===== config.mk =====
export PLATFORM = sky130hd
export DESIGN_NAME = fu_result_buffer
export DESIGN_NICKNAME = d
export VERILOG_FILES = /design/src/rtl/fu_result_buffer.sv
export SDC_FILE = /design/constraint.sdc
export NUM_CORES = 1
export LEC_CHECK = 0
export ABC_CLOCK_PERIOD_IN_PS = 4300
export BUFFER_PORTS_ARGS = -buffer_cell sky130_fd_sc_hd__buf_2
export CAP_MARGIN = 40
export CORE_UTILIZATION = 45
export CTS_BUF_LIST = sky130_fd_sc_hd__clkbuf_16
export DETAILED_ROUTE_END_ITERATION = 8
export PLACE_DENSITY = 0.74
export SLEW_MARGIN = 20
export SYNTH_ARGS = -nofsm -noshare
export SYNTH_HDL_FRONTEND = slang
export SYNTH_SLANG_ARGS = --single-unit
export TNS_END_PERCENT = 100

===== constraint.sdc =====
create_clock -name clock -period 4.3 [get_ports clock]
set_clock_uncertainty 0.2 [all_clocks]
set_input_delay 0 -clock clock [delete_from_list [all_inputs] [get_ports clock]]
set_output_delay 0 -clock clock [all_outputs]
set_load 0.005 [all_outputs]

===== src/rtl/fu_result_buffer.sv =====
// Per-FU result queue feeding the two-lane CDB arbiter: captures FU results,
// requests the bus with the oldest entry and pops it when either lane grants this FU.
module fu_result_buffer #(
    parameter int FU_ID  = 0,
    parameter int DATA_W = 32,
    parameter int TAG_W  = 6,
    parameter int DEPTH  = 2
) (
    input  logic                       clock,
    input  logic                       reset,
    input  logic                       squash,
    input  logic                       fu_valid,
    input  logic [DATA_W-1:0]          fu_value,
    input  logic [TAG_W-1:0]           fu_tag,
    output logic                       fu_ready,
    input  logic [4:0]                 grant_num_0,
    input  logic [4:0]                 grant_num_1,
    input  logic                       grant_en_0,
    input  logic                       grant_en_1,
    output logic                       result_valid,
    output logic [DATA_W-1:0]          result_value,
    output logic [TAG_W-1:0]           result_tag,
    output logic                       granted_lane,
    output logic [$clog2(DEPTH+1)-1:0] count
);

    localparam int CNT_W = $clog2(DEPTH + 1);
    localparam int PTR_W = (DEPTH > 1) ? $clog2(DEPTH) : 1;
    localparam logic [4:0]       FU_NUM = 5'(FU_ID);
    localparam logic [CNT_W-1:0] FULL   = CNT_W'(DEPTH);
    localparam logic [PTR_W-1:0] LAST   = PTR_W'(DEPTH - 1);

    logic [DATA_W-1:0] r_value [DEPTH];
    logic [TAG_W-1:0]  r_tag   [DEPTH];
    logic [PTR_W-1:0]  r_head;
    logic [PTR_W-1:0]  r_tail;
    logic [CNT_W-1:0]  r_count;

    logic             w_valid;
    logic             w_ready;
    logic             w_hit0;
    logic             w_hit1;
    logic             w_push;
    logic             w_pop;
    logic [CNT_W-1:0] w_count_nxt;

    // Depth need not be a power of two, so wrap by explicit compare.
    function automatic logic [PTR_W-1:0] ptr_inc(input logic [PTR_W-1:0] p);
        return (p == LAST) ? '0 : p + PTR_W'(1);
    endfunction

    assign w_valid = (r_count != '0);
    assign w_ready = (r_count != FULL);
    assign w_hit0  = grant_en_0 & (grant_num_0 == FU_NUM);
    assign w_hit1  = grant_en_1 & (grant_num_1 == FU_NUM);
    assign w_push  = fu_valid & w_ready;
    assign w_pop   = w_valid & (w_hit0 | w_hit1);

    always_comb begin
        w_count_nxt = r_count;
        case ({w_push, w_pop})
            2'b10:   w_count_nxt = r_count + CNT_W'(1);
            2'b01:   w_count_nxt = r_count - CNT_W'(1);
            default: w_count_nxt = r_count;
        endcase
    end

    always_ff @(posedge clock or negedge reset) begin
        if (!reset) begin
            r_head  <= '0;
            r_tail  <= '0;
            r_count <= '0;
        end else if (squash) begin
            r_head  <= '0;
            r_tail  <= '0;
            r_count <= '0;
        end else begin
            if (w_push) r_tail <= ptr_inc(r_tail);
            if (w_pop)  r_head <= ptr_inc(r_head);
            r_count <= w_count_nxt;
        end
    end

    // Storage is not reset; outputs are masked by w_valid instead.
    always_ff @(posedge clock) begin
        if (w_push && !squash) begin
            r_value[r_tail] <= fu_value;
            r_tag[r_tail]   <= fu_tag;
        end
    end

    always @(posedge clock) begin
        if (reset && !squash) begin
            assert (!(w_pop && r_count == '0));
            assert (!(w_push && r_count == FULL));
        end
        assert (r_count <= FULL);
    end

    assign fu_ready     = w_ready;
    assign result_valid = w_valid;
    assign result_value = w_valid ? r_value[r_head] : '0;
    assign result_tag   = w_valid ? r_tag[r_head] : '0;
    assign granted_lane = w_hit1 & ~w_hit0 & w_valid;
    assign count        = r_count;

endmodule


# Word level (Yosys, flattened, before mapping)
# Memory sizes are Yosys's and may differ from the RTL's.
# Cells that the tools add are included.
[totals] reg_bits=4 elab_cells=40 mem_bits_rw=76 out_inout_bits=43 mem_count=2
[mem_list] name="r_value" depth=2 width=32 read_ports=1 rd_ports_with_merged_regs=0 wr=1 line_no="33" rtl="logic [DATA_W-1:0] r_value [DEPTH];"
[mem_list] name="r_tag" depth=2 width=6 read_ports=1 rd_ports_with_merged_regs=0 wr=1 line_no="34" rtl="logic [TAG_W-1:0] r_tag [DEPTH];"
[classes] n_mux=12 n_eq_ne=3 n_bitwise=8 addsub=4 reduce_logical=8
[op_table] cell="$mux 32" count=1
[op_table] cell="$logic_not 5->1" count=2
[op_table] cell="$mux 1" count=8
[op_table] cell="$and 1x1->1" count=6
[op_table] cell="$mux 6" count=1
[op_table] cell="$reduce_bool 2->1" count=3
[op_table] cell="$pmux 2 s2" count=1
[op_table] cell="$reduce_bool 3->1" count=1
[op_table] cell="$add 1x1->1 const B" count=2
[op_table] cell="$add 2x1->2 const B" count=1
[op_table] cell="$eq 2x1->1 const B" count=1
[op_table] cell="$eq 2x2->1 const B" count=1
[op_table] cell="$mux 2" count=1
[op_table] cell="$ne 2x2->1 const B" count=1
[op_table] cell="$sub 2x1->2 const B" count=1
[op_table] cell="$logic_and 1x1->1" count=1
[op_table] cell="$logic_not 1->1" count=1
[op_table] cell="$not 1->1" count=1
[op_table] cell="$or 1x1->1" count=1

# Depth between registers and ports, before layout
[logic_depth] word_depth=7 mapped_depth=5 depth_no_buf=4

# Worst setup path after synthesis
# No wires, ideal clock.
[synth_timing] path_kind="flip-flop to flip-flop" startpoint="register r_count[0], in the netlist count[0]" endpoint="memory r_tag[1][0] (enable)" stages_incl_launch_ff=4 synth_period_minus_slack_ns=4.252 path_slack_ns=0.048 arrival_ns=3.564 required_ns=3.612 n_path_buf=0 path_cell_list="dfrtp_1 nand2b_1 nand2_1 nor3b_1"
[synth_between] elab_chain_cells=5
[synth_lines] item="start, declared" line_no="37" rtl="logic [CNT_W-1:0] r_count;"
[synth_lines] item="start signal, assigned" line_no="80" rtl="r_count <= w_count_nxt;"
[synth_lines] item="$ne 2x2->1" line_no="53" rtl="assign w_ready = (r_count != FULL);"
[synth_lines] item="via fu_ready" line_no="15" rtl="output logic fu_ready,"
[synth_lines] item="$and 1x1->1" line_no="56" rtl="assign w_push = fu_valid & w_ready;"
[synth_lines] item="$logic_and 1x1->1" line_no="86" rtl="if (w_push && !squash) begin"
[synth_lines] item="$mux 1" line_no="86"
[synth_lines] item="$mux 1 (not written as such)" line_no="88" rtl="r_tag[r_tail] <= fu_tag;"
[synth_lines] item="end, declared" line_no="34"
# The timed path passes the listed nets, and every way through them passes these cells.

# Worst setup path in the final report
[layout_timing] startpoint="register r_count[0], in the netlist count[0]" endpoint="memory r_value[1][29] (enable)"
[layout_between] elab_chain_cells=5
[layout_lines] item="$ne 2x2->1" line_no="53"
[layout_lines] item="$and 1x1->1" line_no="56"
[layout_lines] item="$logic_and 1x1->1" line_no="86"
[layout_lines] item="$mux 1" line_no="86"
[layout_lines] item="$mux 1 (not written as such)" line_no="87" rtl="r_value[r_tail] <= fu_value;"
[layout_lines] item="end, declared" line_no="33"
# Every way passes these cells.

==> flow_summary.yaml <==
synthesis:
  synth_edf_count: 76
  ys_types: 26
  yosysTopAreaCellShare_pct: 72.5
  seq_area_frac_synth_pct: 75.7
  synth.avg_cell_area_um2: 16.2
  ys_ff_latch: 80
  yosysWarnings: 0
  yosys.area.top_type: "edfxtp_1"
  syn_nets: 248
  synth.area.top_cells: "edfxtp_1, mux2i_1, nor2_1"
  synth_flop_cell: "edfxtp_1"
  syn_inst: 194
  async_reset_ff_share_pct: 5.00
  synth_area_mm2: 0.00315
clock_network:
  tritoncts: "built"
  post_cts_buffers: 0
  cts.clk_slew.worst_paths_ns: 0.05
  cts.sink_count: 80
  clkLatencyLatePin_ns: 0.32
  htreeDepth: 3
  cts-buffers-inserted: 9
  clockBufferDepth: 2
  cts-root-buf: "clkbuf_16"
placed_design:
  dp.cells: 365
  post-dp-hpwl_um: 3720
  placedInstanceArea_mm2: 0.00376
  numPortBuffers: 96
  routabilityCongestion: 0.777
status:
  status: "finished clean"
floorplan:
  die_area_mm2: 0.00733
  num_rows: 30
  ioPinCount: 97
  coreArea_mm2: 0.00676
  start_util_pct: 46.6
  fp.dieH_um: 85.6
  dieWidth_um: 85.6
global_routing:
  first_global_vias: 2018
  antenna_found_initial: 0
  grt_max_degree: 39
  grt.total_usage_pct: 17.2
  overflow: 0
  grt_pass1_wl_um: 9460
sta:
  slew_headroom_pct: 62.7
  final.setup.tns_ns: 0
  fin_crit_sh_pct: 47.7
  setup_viol: 0
  worstMarginPinSlew_ns: 0.558
  rsz0062_at_grt: "false"
  fmax_mhz: 488
  hold_violations: 0
  slew_violations: 0
  min_period_ns: 2.05
critical_path:
  worstSetupStartpointType: "flip-flop"
  crit_type: "flip-flop to flip-flop"
  worst_ep_arrival_time_ns: 1.81
  worstPathRequired_ns: 4.06
  crit_path_max_fanout: 38
  cp_cell_sequence: "nand2b_1, nand2_1, nor3b_2, buf_4"
  crit_slowest_cell: "dfrtp_1"
  end_kind: "flip-flop"
  slowest_delay_ns: 0.47
route:
  drc: 0
  drt_wl_total_um: 6000
  wire_per_inst_um: 14.2
  vias: 2067
  ant_nets: 0
  dr.pass1.iters: 6
  drtIter0Drc: 88
  routed_via_density: 4.88
finish:
  stdcell_area_mm2: 0.00448
  fill_cells: 515
  post-route-util_pct: 66.4
  drive_above_1_share_pct: 35.2
  multi_input_area_um2: 731
  final_common_cell: "buf_2"
  syn2layout_area_growth_pct: 42.5
  nNetsFinal: 393
  seqCellArea_mm2: 0.00238
  stdcell_count: 424
  final_cell_mix: "buf_2, edfxtp_1, dlygate4sd3_1"
  diodes: 0
pwr:
  power.total_w: 0.00180
  leakage_nw: 1.75
  peakVddDrop_mv: 0.265
  cellPowerDensity_mw_per_mm2: 401
worst_hold_path:
  hold_path_class: "input pin to flip-flop"
flow_run:
  cap_violations: 0
==> final cells by class <==
cell class	instances	share of cell area (%)
inverter	2	0.167
multi-input combinational	103	16.3
clock inverter	7	1.40
clock buffer	9	5.02
tap	80	2.23
sequential	80	53.2
timing repair buffer	143	21.7
==> synth_stat cells (all sizes together) (2+ instances only) <==
cell type and number:
edfxtp 76, nor2 42, mux2i 38, clkbuf 5, buf 4, dfrtp 4
nand2 4, a21oi 2, inv 2, nand3b 2, nor3 2, nor3b 2
==> state kept, by name (all words and copies together), names as in the netlist <==
signal   cells
count        2
r_head       1
r_tag       12
r_tail       1
r_value     64
==> power by group <==
part	internal [W]	switching, W
clock	0.000442	0.000268
combinational	0.0000942	0.0000897
sequential	0.000893	0.0000119
total	0.00143	0.000370
==> routing by layer <==
metal	global-route usage (%)	routed length [um]	up-vias
met5	0	0	-
met4	6.06	95	0
met3	5.00	312	10
met2	29.5	3110	67
met1	21.0	2480	983
li1	-	-	1007
==> critical path, delay by kind of cell, from the launching register on <==
family	cells	cell delay, ns
AND/OR/NAND/NOR	3	0.54
buffers and inverters	1	0.46
flip-flops	1	0.47
==> path summary, 6_finish.rpt <==
kind                                 startpoint                        to  slack (ns)  depth (start not counted)
max reg2reg                count[0]$_DFFE_PN0P_  r_value[1][29]$_DFFE_PP_        2.25                          4
max in group asynchronous                 reset        r_head$_DFFE_PN0P_        3.32                          3
min reg2reg                  r_tail$_DFFE_PN0P_        r_tail$_DFFE_PN0P_        0.39                          2
min in group asynchronous                 reset      count[0]$_DFFE_PN0P_        0.39                          3
min                                  grant_en_0      count[0]$_DFFE_PN0P_       0.005                          4
max                        count[0]$_DFFE_PN0P_  r_value[1][29]$_DFFE_PP_        2.25                          4
==> logic make-up (layout without fill, tap and decap cells) <==
group / after synthesis / count (layout) / share of synthesized area (%)
multiplexers: 39 / 39 / 12.4
buffers and inverters: 11 / 161 / 1.63
flip-flops: 80 / 80 / 75.7
AND/OR/NAND/NOR: 57 / 57 / 8.47
AO/OA/AOI/OAI: 6 / 6 / 1.47
XOR/XNOR: 1 / 1 / 0.278
==> what timing repair did <==
| item | in CTS | in global routing |
|---|---|---|
| hold endpoints to repair | 84 | 0 |
| hold buffers | 43 | 0 |
| resized for setup | 0 | 0 |
==> stage by stage <==
stage	hold slack [ns]	worst slack [ns]
global route	0.0228	2.11
global placement	-0.386	2.32
floorplan	-0.496	0.0480
detailed placement	-0.383	2.26
finish	0.00535	2.25
CTS	0.00359	2.25
No activity file was read; power rests on OpenSTA's default activity.
